**config.mk**
```make
export PLATFORM = sky130hd
export DESIGN_NAME = fpu_cmd_queue_flat
export DESIGN_NICKNAME = d
export VERILOG_FILES = /design/src/rtl/fpu_cmd_queue_if.sv /design/src/rtl/fpu_cmd_queue.sv /design/src/flat_wrapper.sv
export SDC_FILE = /design/constraint.sdc
export NUM_CORES = 1
export LEC_CHECK = 0
export BUFFER_PORTS_ARGS = -buffer_cell sky130_fd_sc_hd__buf_2
export CORE_ASPECT_RATIO = 1.75
export CORE_MARGIN = 4
export CORE_UTILIZATION = 60
export DETAILED_ROUTE_END_ITERATION = 10
export PLACE_DENSITY_LB_ADDON = 0.05
export SYNTH_ARGS = -nofsm -noshare
export SYNTH_HDL_FRONTEND = slang
export SYNTH_SLANG_ARGS = --single-unit
```
**constraint.sdc**
```tcl
create_clock -name clk -period 9.3 [get_ports clk]
set_input_delay 0.93 -clock clk [delete_from_list [all_inputs] [get_ports clk]]
set_output_delay 0.93 -clock clk [all_outputs]
set_load 0.05 [all_outputs]
```
**src/rtl/fpu_cmd_queue_if.sv**
```systemverilog
// Bundle of every ready/valid channel around fpu_cmd_queue: client command/response
// channels plus the operand/result channels facing fpu_top.
interface fpu_cmd_queue_if #(
  parameter int TAG_W        = 4,
  parameter int MAX_INFLIGHT = 4
);
  logic                          cmd_val;
  logic                          cmd_rdy;
  logic [31:0]                   cmd_bits_A;
  logic [31:0]                   cmd_bits_B;
  logic [1:0]                    cmd_sel;
  logic [TAG_W-1:0]              cmd_tag;

  logic                          operands_val;
  logic                          operands_rdy;
  logic [31:0]                   operands_bits_A;
  logic [31:0]                   operands_bits_B;
  logic [1:0]                    operands_sel;

  logic                          result_val;
  logic [31:0]                   result_bits;
  logic                          result_rdy;

  logic                          resp_val;
  logic                          resp_rdy;
  logic [31:0]                   resp_bits;
  logic [TAG_W-1:0]              resp_tag;
  logic                          resp_err;
  logic [$clog2(MAX_INFLIGHT):0] inflight_cnt;

  // The queue's own view of the bundle.
  modport slave (
    input  cmd_val, cmd_bits_A, cmd_bits_B, cmd_sel, cmd_tag,
    output cmd_rdy,
    output operands_val, operands_bits_A, operands_bits_B, operands_sel,
    input  operands_rdy,
    input  result_val, result_bits,
    output result_rdy,
    output resp_val, resp_bits, resp_tag, resp_err, inflight_cnt,
    input  resp_rdy
  );

  // The surroundings: command source, fpu_top and response consumer.
  modport master (
    output cmd_val, cmd_bits_A, cmd_bits_B, cmd_sel, cmd_tag,
    input  cmd_rdy,
    input  operands_val, operands_bits_A, operands_bits_B, operands_sel,
    output operands_rdy,
    output result_val, result_bits,
    input  result_rdy,
    input  resp_val, resp_bits, resp_tag, resp_err, inflight_cnt,
    output resp_rdy
  );
endinterface

```
**src/rtl/fpu_cmd_queue.sv**
```systemverilog
// Issue/retire front end for fpu_top: a command FIFO feeding the operand port and a
// tag FIFO that pairs in-order results (or locally retired illegal ops) with their tags.
module fpu_cmd_queue #(
  parameter int DEPTH        = 4,
  parameter int MAX_INFLIGHT = 4,
  parameter int TAG_W        = 4
) (
  input  logic          clk,
  input  logic          reset,
  fpu_cmd_queue_if.slave bus
);
  localparam int CP_W = (DEPTH > 1) ? $clog2(DEPTH) : 1;
  localparam int CC_W = $clog2(DEPTH) + 1;
  localparam int TP_W = (MAX_INFLIGHT > 1) ? $clog2(MAX_INFLIGHT) : 1;
  localparam int TC_W = $clog2(MAX_INFLIGHT) + 1;
  localparam logic [31:0] CANON_NAN = 32'h7FC0_0000;

  // Command FIFO storage and state
  logic [31:0]      a_mem    [DEPTH];
  logic [31:0]      b_mem    [DEPTH];
  logic [1:0]       sel_mem  [DEPTH];
  logic [TAG_W-1:0] ctag_mem [DEPTH];
  logic [CP_W-1:0]  cmd_wr_ptr_reg, cmd_rd_ptr_reg;
  logic [CC_W-1:0]  cmd_cnt_reg;

  // Tag FIFO entries are {err, tag}
  logic [TAG_W:0]   tf_mem [MAX_INFLIGHT];
  logic [TP_W-1:0]  tag_wr_ptr_reg, tag_rd_ptr_reg;
  logic [TC_W-1:0]  tag_cnt_reg;

  logic cmd_empty, cmd_full, tag_empty, tag_full;
  logic cmd_push, cmd_pop, tag_push, tag_pop;
  logic head_illegal, issue_ok, fire, bypass;
  logic [1:0]       head_sel;
  logic [TAG_W-1:0] head_tag;
  logic [TAG_W:0]   tf_head;

  assign cmd_empty = (cmd_cnt_reg == '0);
  assign cmd_full  = (cmd_cnt_reg == CC_W'(DEPTH));
  assign tag_empty = (tag_cnt_reg == '0);
  assign tag_full  = (tag_cnt_reg == TC_W'(MAX_INFLIGHT));

  assign bus.cmd_rdy = !reset && !cmd_full;
  assign cmd_push    = bus.cmd_val && bus.cmd_rdy;

  assign head_sel     = sel_mem[cmd_rd_ptr_reg];
  assign head_tag     = ctag_mem[cmd_rd_ptr_reg];
  assign head_illegal = (head_sel == 2'b11);
  assign issue_ok     = !reset && !cmd_empty && !tag_full;

  assign bus.operands_val    = issue_ok && !head_illegal;
  assign bus.operands_bits_A = a_mem[cmd_rd_ptr_reg];
  assign bus.operands_bits_B = b_mem[cmd_rd_ptr_reg];
  // An illegal head is never presented, so its 11 encoding is masked off the port.
  assign bus.operands_sel    = head_illegal ? 2'b00 : head_sel;

  assign fire     = bus.operands_val && bus.operands_rdy;
  assign bypass   = issue_ok && head_illegal;
  assign cmd_pop  = fire || bypass;
  assign tag_push = cmd_pop;

  assign tf_head = tf_mem[tag_rd_ptr_reg];

  // Response mux: error entries answer locally, others wait for fpu_top's result.
  always_comb begin
    bus.resp_val   = 1'b0;
    bus.resp_bits  = bus.result_bits;
    bus.resp_err   = 1'b0;
    bus.result_rdy = 1'b0;
    bus.resp_tag   = tf_head[TAG_W-1:0];
    if (!reset && !tag_empty) begin
      if (tf_head[TAG_W]) begin
        bus.resp_val  = 1'b1;
        bus.resp_bits = CANON_NAN;
        bus.resp_err  = 1'b1;
      end else begin
        bus.resp_val   = bus.result_val;
        bus.result_rdy = bus.resp_rdy;
      end
    end
  end

  assign tag_pop          = bus.resp_val && bus.resp_rdy;
  assign bus.inflight_cnt = reset ? '0 : tag_cnt_reg;

  always_ff @(posedge clk) begin
    if (cmd_push) begin
      a_mem[cmd_wr_ptr_reg]    <= bus.cmd_bits_A;
      b_mem[cmd_wr_ptr_reg]    <= bus.cmd_bits_B;
      sel_mem[cmd_wr_ptr_reg]  <= bus.cmd_sel;
      ctag_mem[cmd_wr_ptr_reg] <= bus.cmd_tag;
    end
    if (tag_push) begin
      tf_mem[tag_wr_ptr_reg] <= {head_illegal, head_tag};
    end
  end

  always_ff @(posedge clk) begin
    if (reset) begin
      cmd_wr_ptr_reg <= '0;
      cmd_rd_ptr_reg <= '0;
      cmd_cnt_reg    <= '0;
      tag_wr_ptr_reg <= '0;
      tag_rd_ptr_reg <= '0;
      tag_cnt_reg    <= '0;
    end else begin
      if (cmd_push)
        cmd_wr_ptr_reg <= (cmd_wr_ptr_reg == CP_W'(DEPTH - 1)) ? '0 : cmd_wr_ptr_reg + 1'b1;
      if (cmd_pop)
        cmd_rd_ptr_reg <= (cmd_rd_ptr_reg == CP_W'(DEPTH - 1)) ? '0 : cmd_rd_ptr_reg + 1'b1;
      cmd_cnt_reg <= cmd_cnt_reg + CC_W'(cmd_push) - CC_W'(cmd_pop);

      if (tag_push)
        tag_wr_ptr_reg <= (tag_wr_ptr_reg == TP_W'(MAX_INFLIGHT - 1)) ? '0 : tag_wr_ptr_reg + 1'b1;
      if (tag_pop)
        tag_rd_ptr_reg <= (tag_rd_ptr_reg == TP_W'(MAX_INFLIGHT - 1)) ? '0 : tag_rd_ptr_reg + 1'b1;
      tag_cnt_reg <= tag_cnt_reg + TC_W'(tag_push) - TC_W'(tag_pop);
    end
  end
endmodule

```
**src/flat_wrapper.sv**
```systemverilog
// flat-port wrapper written by rule: the top's interface ports become plain ports
module fpu_cmd_queue_flat 
#(
  parameter int DEPTH        = 4,
  parameter int MAX_INFLIGHT = 4,
  parameter int TAG_W        = 4
)
  (clk, reset, bus_cmd_val, bus_cmd_bits_A, bus_cmd_bits_B, bus_cmd_sel, bus_cmd_tag, bus_cmd_rdy, bus_operands_val, bus_operands_bits_A, bus_operands_bits_B, bus_operands_sel, bus_operands_rdy, bus_result_val, bus_result_bits, bus_result_rdy, bus_resp_val, bus_resp_bits, bus_resp_tag, bus_resp_err, bus_inflight_cnt, bus_resp_rdy);
  fpu_cmd_queue_if #(.TAG_W(TAG_W), .MAX_INFLIGHT(MAX_INFLIGHT)) bus_i ();
  input  logic clk;
  input  logic reset;
  input wire logic [$bits(bus_i.cmd_val)-1:0] bus_cmd_val;
  input wire logic [$bits(bus_i.cmd_bits_A)-1:0] bus_cmd_bits_A;
  input wire logic [$bits(bus_i.cmd_bits_B)-1:0] bus_cmd_bits_B;
  input wire logic [$bits(bus_i.cmd_sel)-1:0] bus_cmd_sel;
  input wire logic [$bits(bus_i.cmd_tag)-1:0] bus_cmd_tag;
  output wire logic [$bits(bus_i.cmd_rdy)-1:0] bus_cmd_rdy;
  output wire logic [$bits(bus_i.operands_val)-1:0] bus_operands_val;
  output wire logic [$bits(bus_i.operands_bits_A)-1:0] bus_operands_bits_A;
  output wire logic [$bits(bus_i.operands_bits_B)-1:0] bus_operands_bits_B;
  output wire logic [$bits(bus_i.operands_sel)-1:0] bus_operands_sel;
  input wire logic [$bits(bus_i.operands_rdy)-1:0] bus_operands_rdy;
  input wire logic [$bits(bus_i.result_val)-1:0] bus_result_val;
  input wire logic [$bits(bus_i.result_bits)-1:0] bus_result_bits;
  output wire logic [$bits(bus_i.result_rdy)-1:0] bus_result_rdy;
  output wire logic [$bits(bus_i.resp_val)-1:0] bus_resp_val;
  output wire logic [$bits(bus_i.resp_bits)-1:0] bus_resp_bits;
  output wire logic [$bits(bus_i.resp_tag)-1:0] bus_resp_tag;
  output wire logic [$bits(bus_i.resp_err)-1:0] bus_resp_err;
  output wire logic [$bits(bus_i.inflight_cnt)-1:0] bus_inflight_cnt;
  input wire logic [$bits(bus_i.resp_rdy)-1:0] bus_resp_rdy;
  assign bus_i.cmd_val = bus_cmd_val;
  assign bus_i.cmd_bits_A = bus_cmd_bits_A;
  assign bus_i.cmd_bits_B = bus_cmd_bits_B;
  assign bus_i.cmd_sel = bus_cmd_sel;
  assign bus_i.cmd_tag = bus_cmd_tag;
  assign bus_cmd_rdy = bus_i.cmd_rdy;
  assign bus_operands_val = bus_i.operands_val;
  assign bus_operands_bits_A = bus_i.operands_bits_A;
  assign bus_operands_bits_B = bus_i.operands_bits_B;
  assign bus_operands_sel = bus_i.operands_sel;
  assign bus_i.operands_rdy = bus_operands_rdy;
  assign bus_i.result_val = bus_result_val;
  assign bus_i.result_bits = bus_result_bits;
  assign bus_result_rdy = bus_i.result_rdy;
  assign bus_resp_val = bus_i.resp_val;
  assign bus_resp_bits = bus_i.resp_bits;
  assign bus_resp_tag = bus_i.resp_tag;
  assign bus_resp_err = bus_i.resp_err;
  assign bus_inflight_cnt = bus_i.inflight_cnt;
  assign bus_i.resp_rdy = bus_resp_rdy;
  fpu_cmd_queue #(.DEPTH(DEPTH), .MAX_INFLIGHT(MAX_INFLIGHT), .TAG_W(TAG_W)) u_core (.clk(clk), .reset(reset), .bus(bus_i));
endmodule
```
# After elaboration in Yosys (flattened, before gate mapping)
# Memory sizes are Yosys's and may differ from the RTL's. A register that Yosys moved wholly into a read port is not among the register bits.
# Index checks and enable logic that the tools add are counted.
# W data, S select, Z words.
# op_classes
n_eq_ne	7
muxes	28
n_reduce_logical	18
n_addsub	8
# ops
op	n
$mux W32	2
$mux W2	15
$eq A2 B2 Y1 const B	5
$mux W1	10
$logic_and A1 B1 Y1	9
$add A2 B1 Y2 const B	4
$add A3 B1 Y3	2
$eq A3 B3 Y1 const B	2
$logic_not A1 Y1	6
$logic_not A3 Y1	2
$sub A3 B1 Y3	2
$mux W3	1
$logic_or A1 B1 Y1	1
# word_totals
reg_bits	14
n_memories	5
in_bits	108
elab_cells	72
ramBits	300
# mem_list
memory	words	word_bits	read_ports	rd_clocked_by_memory_dff	write_ports	line	source
u_core.a_mem	4	32	1	1	1	fpu_cmd_queue.sv:19	logic [31:0] a_mem [DEPTH];
u_core.b_mem	4	32	1	1	1	fpu_cmd_queue.sv:20	logic [31:0] b_mem [DEPTH];
u_core.tf_mem	4	5	1	1	1	fpu_cmd_queue.sv:27	logic [TAG_W:0] tf_mem [MAX_INFLIGHT];
u_core.ctag_mem	4	4	1	1	1	fpu_cmd_queue.sv:22	logic [TAG_W-1:0] ctag_mem [DEPTH];
u_core.sel_mem	4	2	1	1	1	fpu_cmd_queue.sv:21	logic [1:0] sel_mem [DEPTH];

# Depth between registers and ports, before layout
# depth
word_depth	9
ltp_mapped	10
mapped_depth_nobuf	9

# Worst setup path before layout
# No wires, ideal clock.
# synth_path
kind	input to register
startpoint	in reset
endpoint	mem u_core.a_mem[0][0] (enable)
arrival_ns	3.156
setup_ns	0.436
t_required_ns	8.864
slack_ns	5.708
cell_stages	3
path_cell_list	clkbuf_1 -> a211oi_2 -> and2_1
# synth_via
elab_chain_cells	5
# synth_rtl
element	line	source
start, declared	flat_wrapper.sv:11	input logic reset;
$logic_not A1 Y1	fpu_cmd_queue.sv:43	assign bus.cmd_rdy = !reset && !cmd_full;
$logic_and A1 B1 Y1	fpu_cmd_queue.sv:43	
$logic_and A1 B1 Y1	fpu_cmd_queue.sv:44	assign cmd_push = bus.cmd_val && bus.cmd_rdy;
net u_core.cmd_push	fpu_cmd_queue.sv:32	logic cmd_push, cmd_pop, tag_push, tag_pop;
$mux W1	fpu_cmd_queue.sv:87	if (cmd_push) begin
$mux W1 (not written as such)	fpu_cmd_queue.sv:88	a_mem[cmd_wr_ptr_reg] <= bus.cmd_bits_A;
end, declared	fpu_cmd_queue.sv:19	
# The timed path passes the listed nets, and every way through them passes these cells.

==> results.cfg <==
[logic_synthesis]
netlist.area_leader.share = 0.747
synthesis.nets = 670
yosysMostFrequentCell = edfxtp_1
synth.avg_cell_area_um2 = 22.0
synth_common_cells = edfxtp_1, mux4_2, and2_1
synth-seq-area-share = 0.777
synthDistinctLibCells = 35
postSynthCellCount = 547
synth_area_leader_cell = edfxtp_1
yosys-top-cells-area = edfxtp_1, mux4_2, dfxtp_1
synth_edf_count = 300
ys.flop_type = edfxtp_1
synthArstFlopShare = 0
syn_area_mm2 = 0.0121
yosysWarnings = 0
synth_seq_cells = 318

[power_and_ir_drop]
pwr-share-clk = 0.275
p_comb_frac = 0.259
p_int_mw = 2.56
p_leak_nw = 4.95
power_switching_mw = 1.19
seq_power_share = 0.467
irDropWorstVdd_mv = 0.316
total_power_mw = 3.74
power_density_mw_per_mm2 = 264
swShare = 0.317

[global_routing]
grt_overflow = 0
antenna_found_initial = 6
grt_pass1_wl_mm = 33.6
grt_max_degree = 71
grt_pass1_vias = 6447
track_usage = 0.195

[cts]
clock_sinks = 318
cts_setup_buffers = 0
cts-root-buf = clkbuf_16
insertion_delay_ns = 0.52
cts_tree = built
cts_resized = 0
numCtsBuffers = 26
cts_hold_buf = 0
cts_buffer_depth = 3
clk_pin_slew_worst_paths_ns = 0.07
htree_levels = 1

[timing]
period_share = 0.414
fin_setup_tns_ns = 0
hold_viol = 0
whs_ns = 0.534
max_slew.worst_pin.slew_ns = 1.08
relSlewSlack = 0.278
period_needed_ns = 3.85
final-setup-viol-count = 0
slew_violations = 0
max_freq_mhz = 260
rsz0062_at_grt = no
fin_skew_ns = 0.00965

[worst_setup_path]
cp.arrival_ns = 2.92
crit_cells = 3
r2r_slack_ns = 6.16
crit_family = buffers and inverters
crit_path_max_fanout = 43
crit_path_end_kind = output port
max_stage_delay_ns = 0.79
worst-path-buf-inv = 2
crit_type = flop to output port
crit_slowest_cell = buf_4
r2r_cells = 9
critPathLaunchType = flop
crit_chain = buf_4 > mux4_2 > buf_2
critPathCapture = bus_operands_bits_B[10]
crit_required_ns = 8.37
r2r-end = u_core.cmd_cnt_reg[2]

[flow_run]
maxCapViolCount = 0

[detailed_routing]
dr.first_iter.drc_count = 337
drt-total-wl_mm = 21.9
postRouteAntennaNets = 0
routedWlPerCell_um = 21.1
drt-pass1-iter-count = 4
viasPerCell = 5.72
drc_errors = 0
route.vias.total = 5933

[worst_hold_path]
hold_class = flop to flop
min_from = u_core.tag_wr_ptr_reg[0]

[finish]
synthToLayoutAreaGrowth_pct = 17.5
layout_top_registers = u_core.a_mem: 128 flops, u_core.b_mem: 128 flops, u_core.tf_mem: 20 flops
final_cells = 1037
nets = 893
drive_gt1_frac = 0.432
fin_util = 0.718

[die]
start_util = 0.611
die_w_um = 115
core_area_mm2 = 0.0197
die_y_um = 196
die_area_mm2 = 0.0225
pin_count = 218
rows = 68

[placed_design]
io_buffers = 217
dpl.hpwl_mm = 13.5
dp.cells = 987
gp_congestion = 0.730

[outcome]
status = complete, no violations
[area by class of cell]
cell class / instances / area (µm²)
multi-input combinational: 193 / 2530
clock inverter: 10 / 72.6
sequential: 318 / 9380
clock buffer: 37 / 733
inverter: 13 / 48.8
tap: 245 / 307
fill: 1208 / 5570
timing repair buffer: 218 / 1090
antenna: 3 / 7.51
[layer usage]
metal  track usage  vias to the layer above  share of wire
li1              -                     2675              -
met1         0.220                     3007           0.34
met2         0.362                      210           0.56
met3        0.0481                       35          0.076
met4        0.0535                        6          0.022
met5             0                        -         0.0013
[power by group through the flow]
stage	logic [mW]	clock network, mW	registers, mW
finish	0.969	1.03	1.75
global route	1.03	1.11	1.76
CTS	0.983	1.05	1.75
detailed placement	0.978	0	1.78
global placement	0.966	0	1.77
floorplan	0.798	0	1.74
[worst min path at each step]
stage                                     endpoint  slack, ns  cells after the start
after CTS                 u_core.tag_wr_ptr_reg[0]       0.53                      2
after detailed placement  u_core.tag_wr_ptr_reg[0]       0.52                      2
after global placement                        flop       0.50                      2
after global routing      u_core.tag_rd_ptr_reg[0]       0.56                      1
final                     u_core.tag_wr_ptr_reg[0]       0.53                      2
after floorplan           u_core.tag_wr_ptr_reg[1]       0.49                      2
[kinds of logic (layout without fill, tap and decap cells)]
| kind of cell | count (synthesis) | after routing | synth area share |
|---|---|---|---|
| other | 0 | 3 | 0 |
| adder cells (fa/ha/maj) | 15 | 15 | 0.0168 |
| flip-flops | 318 | 318 | 0.777 |
| AND/OR/NAND/NOR | 75 | 75 | 0.0350 |
| buffers and inverters | 36 | 278 | 0.0138 |
| AO/OA/AOI/OAI | 23 | 23 | 0.0135 |
| multiplexers | 76 | 76 | 0.141 |
| XOR/XNOR | 4 | 4 | 0.00291 |
[worst register-to-register path: stages (launching register included)]
cell and delay, ns:
dfxtp_4 1.06, mux4_2 0.47, a21o_1 0.29, a21oi_1 0.14, a31oi_1 0.21, ha_1 0.18, inv_1 0.05, fa_1 0.40
xnor2_1 0.17, nor2_1 0.05
[through the flow]
stage | setup slack, ns | cell area (µm²)
floorplan | 5.71 | 12100
CTS | 5.30 | 14200
global route | 5.15 | 14200
finish | 5.45 | 14200
global placement | 5.88 | 13400
detailed placement | 5.83 | 13400
[cells in the final DEF (no fill, tap or decap), types with 5 or more instances in the layout]
cell type	n
inv_1	13
and2_1	24
mux4_2	75
clkinv_2	7
nor3_1	5
buf_2	217
ha_1	13
a21oi_1	9
nand2b_1	9
clkbuf_16	27
edfxtp_1	300
nor2_1	14
nor2b_1	6
clkbuf_1	8
dfxtp_1	16
No activity file was read; power rests on OpenSTA's default activity.
